## config.mk

```make
export PLATFORM = sky130hd
export DESIGN_NAME = sprite_cmd_encoder
export DESIGN_NICKNAME = d
export VERILOG_FILES = /design/src/rtl/sprite_cmd_pkg.sv /design/src/rtl/cmd_req_fifo.sv /design/src/rtl/sprite_cmd_encoder.sv
export SDC_FILE = /design/constraint.sdc
export NUM_CORES = 1
export LEC_CHECK = 0
export BUFFER_PORTS_ARGS = -buffer_cell sky130_fd_sc_hd__buf_4
export CAP_MARGIN = 20
export CORE_MARGIN = 2
export CORE_UTILIZATION = 30
export CTS_CLUSTER_DIAMETER = 50
export CTS_CLUSTER_SIZE = 30
export DETAILED_ROUTE_END_ITERATION = 10
export PLACE_DENSITY = 0.56
export RECOVER_POWER = 50
export SLEW_MARGIN = 40
export SYNTH_ARGS = -nofsm -noshare
export SYNTH_HDL_FRONTEND = slang
export SYNTH_HIERARCHICAL = 1
export SYNTH_SLANG_ARGS = --single-unit
export TNS_END_PERCENT = 5
```

## constraint.sdc

```tcl
create_clock -name clk -period 4.3 [get_ports clk]
set_clock_uncertainty 0.2 [all_clocks]
set_input_delay 0.645 -clock clk [delete_from_list [all_inputs] [get_ports clk]]
set_output_delay 0.645 -clock clk [all_outputs]
set_load 0.05 [all_outputs]
```

## src/rtl/sprite_cmd_pkg.sv

```systemverilog
// sprite_cmd_pkg: shared codes, command word layout and FSM states for the sprite command bus.
// SPRITE_CMD_ATTR_EN adds the attribute field to queued requests.
package sprite_cmd_pkg;
  localparam logic [3:0] ACT_UPDATE = 4'h1;
  localparam logic [3:0] ACT_SWAP = 4'hF;
  localparam logic [2:0] TYP_SWAP = 3'b000;
  localparam logic [2:0] TYP_VIS = 3'b001;
  localparam logic [2:0] TYP_X = 3'b010;
  localparam logic [2:0] TYP_Y = 3'b011;
  localparam logic [2:0] TYP_ATTR = 3'b100;
  typedef struct packed {
    logic [5:0]  comp;
    logic [4:0]  child;
    logic [3:0]  action;
    logic [2:0]  typ;
    logic        bf;
    logic [12:0] data;
  } sprite_cmd_t;
  typedef struct packed {
    logic [4:0] child;
    logic       vis;
    logic       flip;
    logic [9:0] x;
    logic [9:0] y;
`ifdef SPRITE_CMD_ATTR_EN
    logic [9:0] attr;
`endif
  } sprite_req_t;
  typedef enum logic [2:0] {S_IDLE, S_VIS, S_X, S_Y, S_ATTR, S_SWAP} state_t;
endpackage

```

## src/rtl/cmd_req_fifo.sv

```systemverilog
// cmd_req_fifo: synchronous request queue of sprite_req_t with full/empty flags.
module cmd_req_fifo
  import sprite_cmd_pkg::*;
#(
  parameter int DEPTH = 4
) (
  input  logic        clk,
  input  logic        reset,
  input  logic        push,
  input  logic        pop,
  input  sprite_req_t wdata,
  output sprite_req_t rdata,
  output logic        full,
  output logic        empty
);
  localparam int AW = $clog2(DEPTH);
  sprite_req_t mem_q [DEPTH];
  logic [AW-1:0] wp_q, rp_q;
  logic [AW:0] cnt_q;
  logic wr, rd;
  assign full = cnt_q == (AW+1)'(DEPTH);
  assign empty = cnt_q == '0;
  assign wr = push & (~full | pop);
  assign rd = pop & ~empty;
  assign rdata = mem_q[rp_q];
  always_ff @(posedge clk) begin
    if (wr) mem_q[wp_q] <= wdata;
  end
  always_ff @(posedge clk) begin
    if (reset) begin
      wp_q <= '0;
      rp_q <= '0;
      cnt_q <= '0;
    end else begin
      if (wr) wp_q <= wp_q + AW'(1);
      if (rd) rp_q <= rp_q + AW'(1);
      cnt_q <= cnt_q + (AW+1)'(wr) - (AW+1)'(rd);
    end
  end
endmodule

```

## src/rtl/sprite_cmd_encoder.sv

```systemverilog
// sprite_cmd_encoder: queues sprite updates and serialises them into 32-bit command words,
// plus a buffer-swap word per frame. SPRITE_CMD_ATTR_EN enables the fourth (ATTR) word.
module sprite_cmd_encoder
  import sprite_cmd_pkg::*;
#(
  parameter logic [5:0] COMPONENT_ID = 6'b001001,
  parameter int FIFO_DEPTH = 4
) (
  input  logic        clk,
  input  logic        reset,
  input  logic        req_valid,
  output logic        req_ready,
  input  logic [4:0]  req_child,
  input  logic        req_visible,
  input  logic        req_flip,
  input  logic [9:0]  req_x,
  input  logic [9:0]  req_y,
  input  logic [9:0]  req_attr,
  input  logic        frame_start,
  output logic        cmd_valid,
  input  logic        cmd_ready,
  output logic [31:0] cmd_data,
  output logic        front_buf,
  output logic        frame_miss
);
  state_t state_q, state_d;
  sprite_req_t cur_q, cur_d, head, req_in;
  sprite_cmd_t w;
  logic front_q, pend_q, miss_q, full, empty, pop, hs, swap_hs;
  always_comb begin
    req_in.child = req_child;
    req_in.vis = req_visible;
    req_in.flip = req_flip;
    req_in.x = req_x;
    req_in.y = req_y;
`ifdef SPRITE_CMD_ATTR_EN
    req_in.attr = req_attr;
`endif
  end
`ifndef SPRITE_CMD_ATTR_EN
  logic unused_attr;
  assign unused_attr = ^req_attr;
`endif
  cmd_req_fifo #(.DEPTH(FIFO_DEPTH)) u_fifo (
    .clk(clk), .reset(reset), .push(req_valid & req_ready), .pop(pop),
    .wdata(req_in), .rdata(head), .full(full), .empty(empty)
  );
  assign req_ready = ~full & ~reset;
  assign cmd_valid = state_q != S_IDLE;
  assign hs = cmd_valid & cmd_ready;
  assign swap_hs = hs & (state_q == S_SWAP);
  assign cmd_data = cmd_valid ? w : '0;
  assign front_buf = front_q;
  assign frame_miss = miss_q;
  always_comb begin
    state_d = state_q;
    cur_d = cur_q;
    pop = 1'b0;
    w = '{comp: COMPONENT_ID, child: cur_q.child, action: ACT_UPDATE, typ: TYP_SWAP, bf: ~front_q, data: '0};
    case (state_q)
      S_IDLE: begin
        if (pend_q) state_d = S_SWAP;
        else if (!empty) begin
          pop = 1'b1;
          cur_d = head;
          state_d = S_VIS;
        end
      end
      S_VIS: begin
        w.typ = TYP_VIS;
        w.data = {cur_q.vis, cur_q.flip, 11'b0};
        if (hs) state_d = S_X;
      end
      S_X: begin
        w.typ = TYP_X;
        w.data = {3'b0, cur_q.x};
        if (hs) state_d = S_Y;
      end
      S_Y: begin
        w.typ = TYP_Y;
        w.data = {3'b0, cur_q.y};
`ifdef SPRITE_CMD_ATTR_EN
        if (hs) state_d = S_ATTR;
`else
        if (hs) state_d = S_IDLE;
`endif
      end
`ifdef SPRITE_CMD_ATTR_EN
      S_ATTR: begin
        w.typ = TYP_ATTR;
        w.data = {3'b0, cur_q.attr};
        if (hs) state_d = S_IDLE;
      end
`endif
      S_SWAP: begin
        w.child = '0;
        w.action = ACT_SWAP;
        if (hs) state_d = S_IDLE;
      end
      default: state_d = S_IDLE;
    endcase
  end
  // A frame boundary re-arms the swap even when it lands on the swap handshake itself.
  always_ff @(posedge clk) begin
    if (reset) begin
      state_q <= S_IDLE;
      cur_q <= '0;
      front_q <= 1'b1;
      pend_q <= 1'b1;
      miss_q <= 1'b0;
    end else begin
      state_q <= state_d;
      cur_q <= cur_d;
      front_q <= front_q ^ swap_hs;
      pend_q <= frame_start | (pend_q & ~swap_hs);
      miss_q <= miss_q | (frame_start & pend_q & ~swap_hs);
    end
  end
endmodule

```

==> key figures <==
Floorplanning
  – Area of the die: 0.0221 sq mm
  – Die X-Extent: approximately 150 microns
  – Initial core utilization: 30.8%
  – Number of top-level design ports: between 70 and 80
  – Placeable core region: a little over 0.02 sq mm
  – Total number of placement rows: 52
  – Die Ht: 149 microns

Critical path
  – CP Depth: 13
  – Worst Path Arrival: ~3.6 ns
  – Library cell appearing most often on the critical path: sky130_fd_sc_hd__inv_1
  – Critical path endpoint category: flop
  – Destination of the critical timing path: u_fifo/cnt_q[2]
  – Critical R2R Launch: state_q[0]
  – Largest delay share family, worst path: adder cells
  – Number of cells on the worst reg-to-reg path: 13
  – Worst reg2reg path endpoint: u_fifo/cnt_q[2]
  – Setup Crit Path Kind: flop to flop
  – Launch point of the critical path: state_q[0]
  – Register-to-Register Setup Slack: 0.80 ns
  – Kind of launch point of the worst setup path: flop
  – Combined buffer and inverter count along the critical path: 4
  – Cells traversed along the worst timing path: nor3_4, inv_1, nor3_1, inv_1, a21boi_2, inv_1, ha_1, inv_1, ha_1, fa_1, xnor2_1, xnor2_1, nor2_1
  – Slowest cell delay on critical path: between 0.6 and 0.7 ns
  – WP data required: 4.37 ns
  – Library cell contributing the largest single delay on the critical path: sky130_fd_sc_hd__dfxtp_1
  – Crit Path Max Fanout: 21

Global route
  – GRT overflow: 0
  – Antenna violations before repair: 0
  – Wire length of the first global-routing pass: between 15000 and 20000 microns
  – Global routing usage on met3: between 3 and 4%
  – Met2 track demand over resource: 18.6%
  – Total GRT Usage: approximately 11%
  – Number of global-route vias before repair: 3435
  – Most used routing layer: met2
  – Pin count of the biggest net entering global routing: 72
  – GRT met1 Usage: 14.2%

Flow run
  – Number of maximum-capacitance constraint violations: 0

Logic synthesis
  – Warnings from Yosys: 6
  – Number of instances in the synthesized netlist: roughly 390
  – Ys flop type: sky130_fd_sc_hd__edfxtp_1
  – Share of flip-flops with an asynchronous set or reset after synthesis: 0%
  – Number of distinct standard cells referenced by the synthesized netlist: 42
  – Mean instance size in the synthesized netlist: 16.1 sq um
  – Yosys reg bits: 150
  – Number of enable flip-flop cells after synthesis: 108
  – Register area share after synthesis: around 65%
  – Cell area after technology mapping: about 0.0063 sq mm

Timing
  – Worst max-slew margin expressed relative to the limit: a little under a third
  – Maximum clock frequency: approximately 0.29 GHz
  – Final Hold Viols: 0
  – Minimum clock period: approximately 3.5 ns
  – Post-route setup slack: ~0.8 ns
  – Fin. max-slew vios: 0
  – Worst-Margin Slew: 1.03 ns
  – RSZ-0062 raised after global routing: no
  – Final sum of negative setup slack: 0 ns
  – Setup-violating endpoint count in the final report: 0
  – Final clock period utilization by the worst path: roughly four fifths

Detailed routing
  – Number of DRC markers after the initial detailed-route iteration: roughly 190
  – WL per Instance: 16.1 microns
  – DRC Markers: 0
  – Via density per instance: between 4 and 5
  – Final antenna-violating net count: 0
  – Final WL: between 10000 and 15000 microns
  – Drt pass-1 iters: 4
  – Via count: roughly 3200

Clocking
  – Root cell of the clock tree: sky130_fd_sc_hd__clkbuf_16
  – CTS H-Tree Depth: 4
  – Clock tree from TritonCTS: done
  – # Post-CTS Setup Buffers: 0
  – Clock latency at the later pin of the worst-skew pair: 0.41 ns
  – Number of clock sinks: 150
  – Buffer levels on the longest clock path: 2
  – Count of hold-fix buffers inserted at cts: 0
  – Cts bufs inserted: 17
  – Number of gates resized after cts: 0
  – Clock-pin slew on the worst setup and hold paths: around 0.060 ns

Layout
  – Fraction of layout instances using a drive strength above 1: a little under a fifth
  – N_diodes: 0
  – Final-stage net count: ~500
  – Synthesis-to-layout area growth: 16.7%

Placed design
  – Placed wire-length estimate: roughly 7000 microns
  – Routability congestion estimate: 0.702
  – Minimum setup slack after placement: about 1 ns
  – Count of buffers inserted at the top-level ports: 61

Power
  – LEAKAGE: approximately 2.5 nW
  – Largest vdd supply drop: roughly 290 uV
  – Pwr/cell area: between 400 and 500 mW/mm^2

Hold path
  – Worst hold path type: primary input to flop

Status
  – Outcome: complete, no violations
==> how the worst min path moves through the flow <==
stage                     slack, ns         from          to  depth (start not counted)
after detailed placement       0.27     cur_q[0]    cur_q[0]                          2
after global placement         0.25   frame_miss  frame_miss                          2
after CTS                      0.21  frame_start      pend_q                          2
final                          0.24  frame_start      pend_q                          2
after global routing           0.22  frame_start      pend_q                          2
after floorplan                0.24    cur_q[22]   cur_q[22]                          2
==> cell type report <==
| class | instances | area (sq um) |
|---|---|---|
| well taps | 270 | 338 |
| clock buffers | 19 | 433 |
| multi-input cells | 202 | 1910 |
| repair buffers | 63 | 362 |
| flip-flops and latches | 150 | 4090 |
| clock inverters | 13 | 161 |
| inverters | 12 | 45.0 |
| fillers | 1956 | 13100 |
==> worst reg2reg max path, cell delays in order, from the launching register on <==
cell and delay (ns):
sky130_fd_sc_hd__dfxtp_1 0.64, sky130_fd_sc_hd__nor3_4 0.30, sky130_fd_sc_hd__inv_1 0.14, sky130_fd_sc_hd__nor3_1 0.29, sky130_fd_sc_hd__inv_1 0.09, sky130_fd_sc_hd__a21boi_2 0.34
sky130_fd_sc_hd__inv_1 0.09, sky130_fd_sc_hd__ha_1 0.29, sky130_fd_sc_hd__inv_1 0.04, sky130_fd_sc_hd__ha_1 0.19, sky130_fd_sc_hd__fa_1 0.38, sky130_fd_sc_hd__xnor2_1 0.19
sky130_fd_sc_hd__xnor2_1 0.14, sky130_fd_sc_hd__nor2_1 0.05
==> routing by layer <==
metal	vias to the layer above	wire [microns]	share of wire, %
met5	-	0	0
met4	0	108	0.92
met3	6	580	4.9
met2	74	5680	48
met1	1631	5360	46
li1	1529	-	-
==> placed cells by master, fill, tap and decap left out, drive strengths merged, types with 2 or more instances in the layout <==
cell type  count
edfxtp       108
nand2b        58
clkbuf        49
dfxtp         42
mux2i         38
buf           33
mux4          27
nor2          21
inv           12
clkinv         9
nor2b          6
conb           6
ha             6
nor3           5
and2           5
bufinv         4
and2b          3
xor2           3
xnor2          3
and3           2
a21oi          2
o21ai          2
nand2          2
==> Yosys cell counts, drive strengths merged, types with 6 or more instances <==
| library cell | instances | area share [%] |
|---|---|---|
| nor2 | 21 | 1.3 |
| inv | 12 | 0.72 |
| buf | 24 | 3.7 |
| nand2b | 58 | 5.8 |
| mux4 | 27 | 10 |
| mux2i | 38 | 6.0 |
| dfxtp | 42 | 13 |
| nor2b | 6 | 0.60 |
| clkbuf | 8 | 0.48 |
| edfxtp | 108 | 52 |
| ha | 6 | 1.2 |
==> where the power goes <==
| part | total [W] | switching (W) | internal, W | leakage [nW] |
|---|---|---|---|---|
| combinational | 0.000356 | 0.000231 | 0.000125 | 0.850 |
| sequential | 0.00165 | 0.0000492 | 0.00160 | 1.32 |
| clock | 0.00148 | 0.000527 | 0.000956 | 0.290 |
| total | 0.00349 | 0.000807 | 0.00268 | 2.46 |
==> state kept, by name (all words and copies together) (netlist names), named ones only <==
register and cells:
cur_q 27, frame_miss 1, front_buf 1, pend_q 1, state_q 3, u_fifo/cnt_q 3, u_fifo/mem_q 108, u_fifo/rp_q 2
u_fifo/wp_q 2
==> cell families (layout without fill, tap and decap cells) <==
logic type / Yosys count / count (layout) / synth area share (%)
AO/OA/AOI/OAI: 11 / 11 / 1.23
XOR/XNOR: 6 / 6 / 0.836
adder cells (fa/ha/maj): 7 / 7 / 1.51
buffers and inverters: 44 / 107 / 4.93
flip-flops: 150 / 150 / 64.9
multiplexers: 66 / 66 / 16.4
other: 1 / 6 / 0.0596
AND/OR/NAND/NOR: 106 / 106 / 10.1
==> metrics by stage <==
stage	cell area, sq um	hold slack (ns)	std cells	utilization [%]	power (W)
finish	7340	0.237	729	35.9	0.00349
global route	7340	0.216	729	35.9	0.00363
CTS	7460	0.209	729	36.5	0.00355
detailed placement	6860	0.267	697	33.6	0.00205
global placement	6860	0.252	697	33.6	0.00205
floorplan	6310	0.244	396	-	0.00196
(Power assumes the default switching activity.)
